==> src/rtl/example_arbiter_if.sv <==
// Bundle of the requester-side and datapath-side signals of example_arbiter.
// slave is the arbiter's view of these signals; master is the view of the surrounding requesters and datapath.
interface example_arbiter_if #(
  parameter int NREQ = 4
);
  logic [NREQ-1:0]   req;
  logic [2*NREQ-1:0] req_offset;
  logic [8*NREQ-1:0] req_target;
  logic [NREQ-1:0]   ack;
  logic [7:0]        result;
  logic              timeout;
  logic              dp_start;
  logic [1:0]        dp_offset;
  logic [7:0]        dp_target;
  logic              dp_done;
  logic [7:0]        dp_variable;

  modport slave (
    input  req, req_offset, req_target, dp_done, dp_variable,
    output ack, result, timeout, dp_start, dp_offset, dp_target
  );

  modport master (
    output req, req_offset, req_target, dp_done, dp_variable,
    input  ack, result, timeout, dp_start, dp_offset, dp_target
  );
endinterface

==> src/rtl/example_arbiter.sv <==
// Round-robin scheduler sharing one example datapath among NREQ requesters.
// Defining EXAMPLE_ARB_TIMEOUT_EN adds the WAIT abort timer.
//
// state  | meaning
// IDLE   | no job; arbitrate among req from ptr upward
// LAUNCH | dp_start pulse with operands of the granted requester
// WAIT   | wait for dp_done (or the abort timer)
// RESP   | ack[grant] pulse with result, advance ptr
module example_arbiter #(
  parameter int NREQ    = 4,
  parameter int TIMEOUT = 255
) (
  input  logic               clk,
  input  logic               reset,
  example_arbiter_if.slave   bus,
  output logic               busy,
  output logic [2:0]         arb_state
);
  localparam int IW = $clog2(NREQ);

  typedef enum logic [1:0] {
    IDLE   = 2'd0,
    LAUNCH = 2'd1,
    WAIT   = 2'd2,
    RESP   = 2'd3
  } state_t;

  if (NREQ < 2 || NREQ > 8 || TIMEOUT < 0 || TIMEOUT > 255) begin : g_param_check
    $error("example_arbiter: NREQ must be 2..8 and TIMEOUT 0..255");
  end

  state_t          state, state_next;
  logic [IW-1:0]   ptr, grant, pick;
  logic [IW:0]     idx;
  logic            found;
  logic            wait_tc, abort;
  logic [NREQ-1:0] ack_q;
  logic [7:0]      result_q, tgt_q;
  logic [1:0]      off_q;
  logic            timeout_q, busy_q, start_q;

  // First requester at or above ptr, wrapping at NREQ-1
  always_comb begin
    pick  = '0;
    found = 1'b0;
    idx   = '0;
    for (int k = 0; k < NREQ; k++) begin
      idx = {1'b0, ptr} + (IW+1)'(k);
      if (idx >= (IW+1)'(NREQ)) idx = idx - (IW+1)'(NREQ);
      if (!found && bus.req[idx[IW-1:0]]) begin
        pick  = idx[IW-1:0];
        found = 1'b1;
      end
    end
  end

`ifdef EXAMPLE_ARB_TIMEOUT_EN
  // Loaded so terminal count lands on the TIMEOUT-th WAIT cycle
  localparam logic [7:0] TC_LOAD = (TIMEOUT > 0) ? 8'(TIMEOUT - 1) : 8'd0;
  logic [7:0] wait_cnt;

  always_ff @(posedge clk) begin
    if (!reset)                                wait_cnt <= '0;
    else if (state == LAUNCH)                  wait_cnt <= TC_LOAD;
    else if (state == WAIT && wait_cnt != '0)  wait_cnt <= wait_cnt - 8'd1;
  end

  assign wait_tc = (wait_cnt == 8'd0);
`else
  assign wait_tc = 1'b0;
`endif

  // dp_done has priority over the abort timer
  assign abort = (state == WAIT) && !bus.dp_done && wait_tc;

  always_comb begin
    state_next = state;
    case (state)
      IDLE:    if (found) state_next = LAUNCH;
      LAUNCH:  state_next = WAIT;
      WAIT:    if (bus.dp_done || wait_tc) state_next = RESP;
      RESP:    state_next = IDLE;
      default: state_next = IDLE;
    endcase
  end

  always_ff @(posedge clk) begin
    if (!reset) begin
      state     <= IDLE;
      ptr       <= '0;
      grant     <= '0;
      ack_q     <= '0;
      result_q  <= '0;
      timeout_q <= 1'b0;
      busy_q    <= 1'b0;
      start_q   <= 1'b0;
      off_q     <= '0;
      tgt_q     <= '0;
    end else begin
      state     <= state_next;
      busy_q    <= (state_next != IDLE);
      start_q   <= (state_next == LAUNCH);
      ack_q     <= (state_next == RESP) ? (NREQ'(1) << grant) : '0;
      timeout_q <= abort;
      if (state == IDLE && found) begin
        grant <= pick;
        off_q <= bus.req_offset[2*int'(pick) +: 2];
        tgt_q <= bus.req_target[8*int'(pick) +: 8];
      end
      if (state == WAIT && bus.dp_done) result_q <= bus.dp_variable;
      else if (abort)                   result_q <= 8'hFF;
      if (state == RESP) ptr <= (grant == IW'(NREQ-1)) ? '0 : grant + 1'b1;
    end
  end

  assign bus.ack       = ack_q;
  assign bus.result    = result_q;
  assign bus.timeout   = timeout_q;
  assign bus.dp_start  = start_q;
  assign bus.dp_offset = off_q;
  assign bus.dp_target = tgt_q;
  assign busy          = busy_q;
  assign arb_state     = {1'b0, state};
endmodule

==> src/flat_wrapper.sv <==
// flat-port wrapper written by rule: the top's interface ports become plain ports
module example_arbiter_flat 
#(
  parameter int NREQ    = 4,
  parameter int TIMEOUT = 255
)
  (clk, reset, busy, arb_state, bus_req, bus_req_offset, bus_req_target, bus_dp_done, bus_dp_variable, bus_ack, bus_result, bus_timeout, bus_dp_start, bus_dp_offset, bus_dp_target);
  example_arbiter_if #(.NREQ(NREQ)) bus_i ();
  input  logic clk;
  input  logic reset;
  output logic busy;
  output logic [2:0] arb_state;
  input wire logic [$bits(bus_i.req)-1:0] bus_req;
  input wire logic [$bits(bus_i.req_offset)-1:0] bus_req_offset;
  input wire logic [$bits(bus_i.req_target)-1:0] bus_req_target;
  input wire logic [$bits(bus_i.dp_done)-1:0] bus_dp_done;
  input wire logic [$bits(bus_i.dp_variable)-1:0] bus_dp_variable;
  output wire logic [$bits(bus_i.ack)-1:0] bus_ack;
  output wire logic [$bits(bus_i.result)-1:0] bus_result;
  output wire logic [$bits(bus_i.timeout)-1:0] bus_timeout;
  output wire logic [$bits(bus_i.dp_start)-1:0] bus_dp_start;
  output wire logic [$bits(bus_i.dp_offset)-1:0] bus_dp_offset;
  output wire logic [$bits(bus_i.dp_target)-1:0] bus_dp_target;
  assign bus_i.req = bus_req;
  assign bus_i.req_offset = bus_req_offset;
  assign bus_i.req_target = bus_req_target;
  assign bus_i.dp_done = bus_dp_done;
  assign bus_i.dp_variable = bus_dp_variable;
  assign bus_ack = bus_i.ack;
  assign bus_result = bus_i.result;
  assign bus_timeout = bus_i.timeout;
  assign bus_dp_start = bus_i.dp_start;
  assign bus_dp_offset = bus_i.dp_offset;
  assign bus_dp_target = bus_i.dp_target;
  example_arbiter #(.NREQ(NREQ), .TIMEOUT(TIMEOUT)) u_core (.clk(clk), .reset(reset), .bus(bus_i), .busy(busy), .arb_state(arb_state));
endmodule
==> config.mk <==
export PLATFORM = sky130hd
export DESIGN_NAME = example_arbiter_flat
export DESIGN_NICKNAME = d
export VERILOG_FILES = /design/src/rtl/example_arbiter_if.sv /design/src/rtl/example_arbiter.sv /design/src/flat_wrapper.sv
export SDC_FILE = /design/constraint.sdc
export NUM_CORES = 1
export LEC_CHECK = 0
export BUFFER_PORTS_ARGS = -buffer_cell sky130_fd_sc_hd__buf_2
export CORE_ASPECT_RATIO = 0.8
export CORE_MARGIN = 4
export CORE_UTILIZATION = 45
export CTS_CLUSTER_SIZE = 10
export DETAILED_ROUTE_END_ITERATION = 10
export PLACE_DENSITY_LB_ADDON = 0.15
export SLEW_MARGIN = 5
export SYNTH_ARGS = -nofsm -noshare
export SYNTH_HDL_FRONTEND = slang
export SYNTH_SLANG_ARGS = --single-unit
export TNS_END_PERCENT = 1
==> constraint.sdc <==
create_clock -name clk -period 4.7 [get_ports clk]
set_input_delay 0.47 -clock clk [delete_from_list [all_inputs] [get_ports clk]]
set_output_delay 0.47 -clock clk [all_outputs]
set_load 0.005 [all_outputs]
---- Word-level counts from Yosys, hierarchy flattened ----
Cells that the tools add are included.
storage, ports and cells
  input bits .............................. 55
  bits in registers ....................... 30
  word-level logic and storage cells ...... 69
  output and inout bits ................... 28
cells by class
  reductions and logical operators ........ 11
  multiplexer cells ....................... 24
  equality and inequality tests ........... 6
  add/subtract/negate cells ............... 8
  $lt $le $gt $ge ......................... 8
  shift-type cells ........................ 3
operator list
  kind                                                  count
  variable part select 32 x 6 -> 8 bit                  1
  two-way mux 2 bit                                     11
  < comparator 2 x 3 -> 1 bit (second input constant)   4
  >= comparator 3 bit (second input constant)           3
  binary-select mux 1 bit (select 2 bit)                4
  == test 2 bit (second input constant)                 4
  two-way mux 1 bit                                     8
  case mux 2 bit (4 select lines)                       1
  variable part select 8 x 4 -> 2 bit                   1
  subtractor 2 x 1 -> 2 bit (second input constant)     4
  adder 2 x 2 -> 3 bit (second input constant)          2
  logical AND 1 bit                                     5
  == test 2 x 1 -> 1 bit (second input constant)        2
  left shift 1 x 2 -> 4 bit (first input constant)      1
  adder 2 x 1 -> 3 bit (second input constant)          1
  >= comparator 2 x 3 -> 1 bit (second input constant)  1
  logical NOT 1 bit                                     3
  adder 2 x 1 -> 2 bit (second input constant)          1
  logical NOT 2 bit                                     1
  AND reduction 2 bit                                   1
  nonzero test 2 bit                                    1

---- Longest topological paths before layout ----
  depth after elaboration ................. 18
  gate-level depth with buffers ........... 7
  gate-level depth less buffers ........... 7

---- Worst setup path before layout ----
Ideal clock, no wire load.
  path kind ............................... input to register
  from .................................... in bus_req[1]
  to ...................................... reg u_core.off_q[0] (netlist: u_core.bus.dp_offset[0])
  arrival ................................. 1.558 ns
  data required time ...................... 4.571 ns
  library setup time ...................... 0.129 ns
  stages .................................. 6
  path buffers ............................ 2
  setup slack ............................. 3.012 ns
  path through ............................ or4_1 buf_6 nand2_4 or3b_4 buf_12 o221ai_2
on the way
  word-level cells in the longest chain between the ends .. 13
  elaborated cells between the ends (all ways) .. 24
  those cells by class .................... 1 x shift; 16 x mux; 7 x reduce/logical
RTL lines
  element                                                                   line                                            source
  from (decl)                                                               flat_wrapper.sv:13                              input wire logic [$bits(bus_i.req)-1:0] bus_req;
  binary-select mux 1 bit (select 2 bit)                                    example_arbiter.sv:50                           if (!found && bus.req[idx[IW-1:0]]) begin
  two-way mux 1 bit (implied by the code)                                   example_arbiter.sv:50
  two-way mux 1 bit                                                         example_arbiter.sv:50
  logical NOT 1 bit                                                         example_arbiter.sv:50
  logical AND 1 bit                                                         example_arbiter.sv:50
  two-way mux 1 bit                                                         example_arbiter.sv:50
  logical NOT 1 bit                                                         example_arbiter.sv:50
  logical AND 1 bit                                                         example_arbiter.sv:50
  two-way mux 1 bit                                                         example_arbiter.sv:50
  logical NOT 1 bit                                                         example_arbiter.sv:50
  logical AND 1 bit                                                         example_arbiter.sv:50
  two-way mux 2 bit or two-way mux 1 bit (tied branches)                    example_arbiter.sv:50
  variable part select 8 x 4 -> 2 bit or logical AND 1 bit (tied branches)  example_arbiter.sv:107, example_arbiter.sv:105
  to (signal assigned)                                                      example_arbiter.sv:107                          off_q <= bus.req_offset[2*int'(pick) +: 2];
  to (decl)                                                                 example_arbiter.sv:39                           logic [1:0] off_q;
Several ways; a longest one is shown, not always the timed one. The select of a mux whose other input is x is not followed.
A chain may end at the register's enable or synchronous reset.

---- Worst setup path in the final report ----
  from .................................... in bus_req[1]
  to ...................................... reg u_core.tgt_q[7] (netlist: u_core.bus.dp_target[7])
on the way
  word-level cells in the longest chain between the ends .. 13
  elaborated cells between the ends (all ways) .. 24
  those cells by class .................... 1 x shift; 16 x mux; 7 x reduce/logical
RTL lines
  element                                                                    line                                            source
  binary-select mux 1 bit (select 2 bit)                                     example_arbiter.sv:50
  two-way mux 1 bit (implied by the code)                                    example_arbiter.sv:50
  two-way mux 1 bit                                                          example_arbiter.sv:50
  logical NOT 1 bit                                                          example_arbiter.sv:50
  logical AND 1 bit                                                          example_arbiter.sv:50
  two-way mux 1 bit                                                          example_arbiter.sv:50
  logical NOT 1 bit                                                          example_arbiter.sv:50
  logical AND 1 bit                                                          example_arbiter.sv:50
  two-way mux 1 bit                                                          example_arbiter.sv:50
  logical NOT 1 bit                                                          example_arbiter.sv:50
  logical AND 1 bit                                                          example_arbiter.sv:50
  two-way mux 2 bit or two-way mux 1 bit (tied branches)                     example_arbiter.sv:50
  variable part select 32 x 6 -> 8 bit or logical AND 1 bit (tied branches)  example_arbiter.sv:108, example_arbiter.sv:105
  to (signal assigned)                                                       example_arbiter.sv:108                          tgt_q <= bus.req_target[8*int'(pick) +: 8];
  to (decl)                                                                  example_arbiter.sv:38                           logic [7:0] result_q, tgt_q;
Several ways; a longest one is shown, not always the timed one. The select of a mux whose other input is x is not followed.

==> qor.yml <==
ir_drop_v: 0.0002059
drive_gt1_frac: 0.4515
synthCells: 157
clock_tree.root_cell: "clkbuf_8"
htree_levels: 2
final_util: 0.6313
syn_area_mm2: 0.001574
synth.distinct_cells: 35
synth_top_area_cell: "dfxtp_1"
worstPathArrival_ps: 1810
cp_data_required_time_ps: 4850
cts.sinks: 30
drtIter0Drc: 44
fin_worst_skew_ps: 5.107
dp_hpwl_mm: 2.728
postLayoutCellArea_mm2: 0.002033
grtUsageMet3: 0.06457
post-place-cells: 270
portBuffers: 80
grt_first_pass_wirelength_mm: 5.306
fin_crit_sh: 0.3538
ys_seq_elements: 30
cts_tree: "done"
antenna_found_initial: 0
slew_viol_final: 0
use_met1: 0.2068
ctsResizeCount: 0
cap_violations: 0
fin_nets: 297
hold_path.class: "input pin to flop"
p_leak_uw: 0.0009553
die-area_mm2: 0.004514
grtUsageMet2: 0.2247
synthFlopType: "dfxtp_1"
outcome: "finished clean"
post_cts.repair.setup_buffers: 0
clk_latency_ps: 270
synthArstFlopShare: 0
clkSlewWorstSetupHoldPaths_ps: 60
numCtsBuffers: 5
layout_commonest_cell: "buf_2"
grt-busiest-layer: "met2"
drc: 0
grt_max_degree: 22
cts-hold-fix-buffers: 0
grt.total_usage: 0.1548
cp_max_fo: 10
vias: 1337
area_delta_synth_final_pct: 29.17
initial_core_util: 0.4887
worstSetupPathType: "input pin to flop"
insertedDiodeCount: 0
ys_seq_area_frac: 0.3816
synthTopCellsByArea: "dfxtp_1 (38%), mux2i_1 (14%), o221ai_2 (10%)"
rows: 18
final_cell_mix: "buf_2 (80), nand2_1 (32), dfxtp_1 (30)"
post_layout_nonfiller_instances: 277
vias_per_cell: 4.827
drt_first_pass_iters: 4
io_pins: 83
yosysWarningCount: 0
cp-end-kind: "flop"
dieHeight_um: 60.90
dieWidth_um: 74.12
place.gp.congestion: 0.7402
cts_buffer_depth: 2
synth-edff-count: 0
min_period_ps: 1663
clock.fmax_mhz: 601.4
drt_wl_total_mm: 3.417
power_density_mw_per_mm2: 428.0
wl_per_cell_um: 12.34
grt_pass1_vias: 1170
placed_area_mm2: 0.001954
start_kind: "input pin"
avgSynthCellArea_um2: 10.03
overflow: 0
rsz0062_at_grt: "false"
coreArea_mm2: 0.003221
finalSetupViolCount: 0
setup_tns_ps: 0
ant_nets: 0
yosysTopAreaCellShare: 0.3816
finalHoldViolations: 0
==> cells in the mapped netlist (2+ instances only) <==
master    instances
inv_1             6
nand2b_1          2
a21oi_1           3
o221ai_2         11
a21oi_2           2
dfxtp_1          30
o21ai_1           4
ha_1              5
buf_4             2
mux2i_1          22
a21boi_1          9
nor2_1            3
nand2_1          32
nor2b_1           4
clkbuf_1          2
==> flip-flops by register name, summed over array words and instances (netlist names) <==
register              count
u_core.bus.dp_start       1
u_core.bus.result         8
u_core.ptr                2
u_core.grant              2
u_core.busy               1
u_core.bus.dp_offset      2
u_core.bus.ack            4
u_core.state              2
u_core.bus.dp_target      8
==> final cells by class <==
cell class                      instances  area, um^2
Clock buffer                            5       68.82
Clock inverter                          2       10.01
Fill cell                             298        1187
Inverter                                7       26.28
Multi-Input combinational cell        112       869.6
Sequential cell                        30       600.6
Tap cell                               40       50.05
Timing Repair Buffer                   81       407.9
==> logic make-up after synthesis <==
logic type               after synthesis  synth area share
AND/OR/NAND/NOR                       51            0.1669
AO/OA/AOI/OAI                         32            0.2011
flip-flops                            30            0.3816
multiplexers                          22            0.1399
buffers and inverters                 16           0.06835
adder cells (fa/ha/maj)                5           0.03975
other                                  1          0.002382
==> worst paths after layout <==
kind | slack, ps | depth (start not counted) | end | from
setup / recovery | 3040 | 5 | u_core.bus.dp_target[7] | bus_req[1]
hold / removal | 430 | 3 | u_core.bus.result[6] | bus_dp_variable[6]
setup reg to reg | 3050 | 5 | u_core.bus.dp_target[7] | u_core.state[0]
hold reg to reg | 450 | 2 | u_core.bus.result[4] | u_core.bus.result[4]
==> where the power goes <==
group / leakage [uW] / switching, uW / internal (uW)
clock network: 0.0000438 / 89.2 / 99.0
registers: 0.000245 / 35.3 / 317
logic: 0.000666 / 174 / 155
==> worst max-delay path, cell delays in order <==
cell,delay (ps)
buf_2,110
or4_1,690
nand2_4,150
or3b_4,260
o221ai_2,130
==> per-layer routing <==
layer / vias up / part of all wire / wire [um]
met3: 2 / 0.093 / 319
met2: 41 / 0.44 / 1503
met1: 586 / 0.46 / 1571
met4: 0 / 0.0067 / 23
met5: - / 0 / 0
li1: 708 / - / -
==> through the flow <==
stage	worst slack [ps]	power, uW	hold WS, ps
floorplan	3012	594.6	451.4
global placement	2783	687.2	443.1
detailed placement	2753	691.1	440.5
CTS	3044	882.5	423.4
global route	2951	942.4	435.4
finish	3037	870.2	429.8
Note: power is estimated with default switching activity, not from simulation.
